File: config.mk
export PLATFORM = sky130hd
export DESIGN_NAME = project_controller
export DESIGN_NICKNAME = d
export VERILOG_FILES = /design/src/rtl/project_controller.sv
export SDC_FILE = /design/constraint.sdc
export NUM_CORES = 1
export LEC_CHECK = 0
export BUFFER_PORTS_ARGS = -buffer_cell sky130_fd_sc_hd__buf_2
export CORE_MARGIN = 3
export CORE_UTILIZATION = 35
export DETAILED_ROUTE_END_ITERATION = 10
export PLACE_DENSITY = 0.75
export SLEW_MARGIN = 20
export SYNTH_ARGS = -nofsm -noshare
export SYNTH_HDL_FRONTEND = slang
export SYNTH_SLANG_ARGS = --single-unit
File: constraint.sdc
create_clock -name clk -period 4.45 [get_ports clk]
set_clock_uncertainty 0.05 [all_clocks]
set_input_delay 1.335 -clock clk [delete_from_list [all_inputs] [get_ports clk]]
set_output_delay 1.335 -clock clk [all_outputs]
set_load 0.03 [all_outputs]
File: src/rtl/project_controller.sv
// Sequencer for the seed-scrambler datapath: loads seed and count over the shared bus, iterates until eq, captures z.
// Optional RUN-cycle watchdog enabled by defining PRJ_CTRL_TIMEOUT_EN.
module project_controller #(
  parameter int              WIDTH    = 16,
  parameter logic [WIDTH-1:0] MAX_ITER = '1
) (
  input  logic             clk,
  input  logic             rst,
  input  logic             start,
  input  logic [WIDTH-1:0] seed_in,
  input  logic [WIDTH-1:0] count_in,
  input  logic             eq,
  input  logic [WIDTH-1:0] nseed,
  input  logic [WIDTH-1:0] z,
  output logic [WIDTH-1:0] data_out,
  output logic             lda,
  output logic             ldb,
  output logic             decb,
  output logic             busy,
  output logic             done,
  output logic             err,
  output logic [WIDTH-1:0] result
);

  typedef enum logic [2:0] {IDLE, LD_SEED, LD_CNT, RUN, DONE} state_t;

  state_t state, state_next;
  logic   timeout;

`ifdef PRJ_CTRL_TIMEOUT_EN
  logic [WIDTH-1:0] run_cnt;
  logic             err_q;

  // run_cnt equals the number of RUN cycles already completed, so the
  // MAX_ITER-th RUN cycle without eq is the last one.
  assign timeout = (state == RUN) && !eq && (run_cnt == MAX_ITER - 1'b1);

  always_ff @(posedge clk) begin
    if (rst)
      run_cnt <= '0;
    else if (state != RUN)
      run_cnt <= '0;
    else
      run_cnt <= run_cnt + 1'b1;
  end

  always_ff @(posedge clk) begin
    if (rst)
      err_q <= 1'b0;
    else if (state == IDLE && start)
      err_q <= 1'b0;
    else if (timeout)
      err_q <= 1'b1;
  end

  assign err = err_q;
`else
  wire unused_max_iter = |MAX_ITER;

  assign timeout = 1'b0;
  assign err     = 1'b0;
`endif

  always_ff @(posedge clk) begin
    if (rst)
      state <= IDLE;
    else
      state <= state_next;
  end

  always_ff @(posedge clk) begin
    if (rst)
      result <= '0;
    else if (state == RUN && eq)
      result <= z;
  end

  // RUN is the only state whose strobes follow eq combinationally.
  always_comb begin
    state_next = state;
    data_out   = '0;
    lda        = 1'b0;
    ldb        = 1'b0;
    decb       = 1'b0;
    case (state)
      IDLE: begin
        if (start)
          state_next = LD_SEED;
      end
      LD_SEED: begin
        data_out   = seed_in;
        lda        = 1'b1;
        state_next = LD_CNT;
      end
      LD_CNT: begin
        data_out   = count_in;
        ldb        = 1'b1;
        state_next = RUN;
      end
      RUN: begin
        if (eq) begin
          state_next = DONE;
        end else begin
          data_out = nseed;
          lda      = 1'b1;
          decb     = 1'b1;
          if (timeout)
            state_next = DONE;
        end
      end
      DONE: begin
        state_next = IDLE;
      end
      default: begin
        state_next = IDLE;
      end
    endcase
  end

  assign busy = (state != IDLE);
  assign done = (state == DONE);

endmodule

==> flow_metrics.py <==
metrics = {
    "clock_tree": {
        "numCtsBuffers": 3,
        "cts_hold_buf": 0,
        "ctsHtreeMaxLevel": 1,
        "path_clk_slew_ns": 0.11,
        "cts_tree": "done",
        "worstSkewPairLatency_ns": 0.29,
        "cts_setup_buffers": 0,
        "cts_buffer_depth": 2,
        "cts-root-buf": "clkbuf_4",
        "clock-sinks": 19,
        "cts_resized": 0,
    },
    "timing": {
        "slew_viol_final": 0,
        "holdWs_ns": 0.425,
        "fin_crit_sh": 0.839,
        "setup_violations": 0,
        "tightest_slew_ns": 0.970,
        "fin_crit_ns": 3.73,
        "relSlewSlack": 0.350,
        "setup_slack_ns": 0.715,
        "finalSetupTns_ns": 0,
        "fmax_mhz": 268,
        "finalHoldViolCount": 0,
        "rsz0062_at_grt": "no",
    },
    "routing": {
        "detail_route.vias_per_cell": 4.92,
        "routed.top_layer": "met4",
        "wl_met1_mm": 1.25,
        "met3_length_um": 458,
        "drt_iter0_drc": 31,
        "routedWlPerCell_um": 12.3,
        "drtAntennaViolNets": 0,
        "drc": 0,
        "dr_total_vias": 1339,
        "wl_mm": 3.34,
        "dr.pass1.iters": 4,
        "wl_met2_mm": 1.63,
    },
    "worst_setup_path": {
        "startpoint_type": "primary input",
        "cp.arrival_ns": 2.35,
        "endpoint_kind": "output pin",
        "worstPathMaxFanout": 13,
        "reg2reg_setup_slack_ns": 2.44,
        "r2r_cells": 2,
        "crit_required_ns": 3.06,
        "worstSetupPathType": "in2out",
        "reg2reg_to": "result[3]$_SDFFE_PP0P_",
        "timing.rr.start": "state[1]$_SDFFE_PP0P_",
    },
    "worst_hold_path": {
        "worstHoldPathType": "reg2reg",
        "worstHoldStart": "result[8]$_SDFFE_PP0P_",
        "min_to": "result[8]$_SDFFE_PP0P_",
        "holdPathStages": 2,
    },
    "floorplanning": {
        "core_um2": 3420,
        "row_count": 21,
        "fp.dieW_um": 66.4,
        "ioPinCount": 106,
        "die_h_um": 66.4,
        "die_area_um2": 4400,
        "initial_utilization": 0.373,
    },
    "yosys": {
        "synth_fp_nets": 197,
        "syn_area_um2": 1270,
        "postSynthCellCount": 129,
        "avgSynthCellArea_um2": 9.88,
        "ys_warn_count": 0,
        "synth-seq-cells": 19,
        "ys_types": 24,
        "synth_seq_area_share": 0.298,
    },
    "placement": {
        "finalWeightedCongestion": 0.644,
        "placed_area_um2": 1780,
        "placement.io_buffers": 104,
        "dp_slack_ns": 0.717,
        "hpwl_mm": 2.59,
    },
    "job": {
        "cap_violations": 0,
    },
    "grt": {
        "track_usage": 0.137,
        "grt_max_degree": 36,
        "antenna_found_initial": 0,
        "grt_pass1_vias": 1144,
        "grt_overflow": 0,
        "grt_first_pass_wirelength_mm": 4.84,
    },
    "final_layout": {
        "diodes": 0,
        "num-fill-cells": 336,
        "fin_util": 0.530,
        "final_nets": 295,
        "area_growth_pct": 42.1,
        "layout-drive-gt1-share": 0.509,
        "design_area_um2": 1810,
    },
    "outcome": {
        "status": "completed",
    },
    "power_and_ir_drop": {
        "powerDensity_nw_per_um2": 240,
        "leakagePower_nw": 0.895,
        "peakVddDrop_mv": 0.159,
    },
}
how the worst max path moves through the flow:
stage	from	to	slack [ns]	cells after the start
3_3_place_gp	eq	data_out[9]	0.75	5
4_1_cts	eq	data_out[9]	0.71	5
5_1_grt	eq	data_out[12]	0.61	5
6_report	eq	data_out[9]	0.72	5
2_1_floorplan	eq	data_out[0]	0.83	4
3_5_place_dp	eq	data_out[9]	0.72	5
worst max-delay path: stages:
cell and delay [ns]:
buf_2 0.12, nor4bb_2 0.30, buf_4 0.24, a221o_1 0.16
buf_2 0.19
routing by layer:
metal | global-route usage | vias to the layer above
met3 | 0.0459 | 2
met4 | 0.0482 | 0
met5 | 0 | -
met2 | 0.259 | 69
li1 | - | 677
met1 | 0.138 | 591
cell usage after synthesis:
library cell	instances	area [um2]
nand2b_1	33	206
dfxtp_1	19	380
a221o_1	16	160
mux2i_1	16	160
nor4bb_1	16	160
clkbuf_1	6	22.5
buf_2	3	15.0
buf_4	2	15.0
buf_6	2	22.5
buf_8	2	30.0
a211oi_1	1	7.51
and2_1	1	6.26
and3_1	1	6.26
and4b_1	1	10.0
and4bb_2	1	12.5
conb_1	1	3.75
nor2_1	1	3.75
nor2b_1	1	6.26
nor3b_1	1	7.51
nor3b_2	1	12.5
nor4_1	1	6.26
o21bai_1	1	7.51
or2_1	1	6.26
or3_1	1	6.26
sequential cells by signal, summed over array words and instances (netlist names):
| name | count |
|---|---|
| result | 16 |
| state | 3 |
area by class of cell:
class                   instances  area [um2]  area share
multi-input cells              95         796       0.439
repair buffers                108         551       0.304
clock buffers                   3        22.5      0.0124
flip-flops and latches         19         380       0.210
clock inverters                 1        5.00     0.00276
well taps                      46        57.6      0.0318
placed cells by master, fill, tap and decap left out, types with 3 or more instances in the layout:
cell type / count
a221o_1: 16
buf_2: 104
buf_4: 4
clkbuf_4: 3
dfxtp_1: 19
mux2i_1: 16
nand2b_1: 33
nor4bb_1: 15
cell families (layout without fill, tap and decap cells):
group / Yosys count / count (layout) / share of synthesized area
mux: 16 / 16 / 0.126
flops: 19 / 19 / 0.298
buf+inv: 15 / 112 / 0.0824
other cells: 1 / 1 / 0.00294
compound gates: 18 / 18 / 0.137
simple gates: 60 / 60 / 0.353
power by group:
group / switching (W) / internal (W) / total [W]
Sequential: 0.00000616 / 0.000174 / 0.000181
Clock: 0.0000509 / 0.0000334 / 0.0000843
Combinational: 0.0000944 / 0.0000750 / 0.000169
stage by stage:
| step | instances | power, W |
|---|---|---|
| 6_report | 272 | 0.000434 |
| 5_1_grt | 272 | 0.000460 |
| 4_1_cts | 272 | 0.000441 |
| 3_5_place_dp | 268 | 0.000355 |
| 3_3_place_gp | 268 | 0.000354 |
| 2_1_floorplan | 129 | 0.000302 |
No activity file was read; power rests on OpenSTA's default activity.
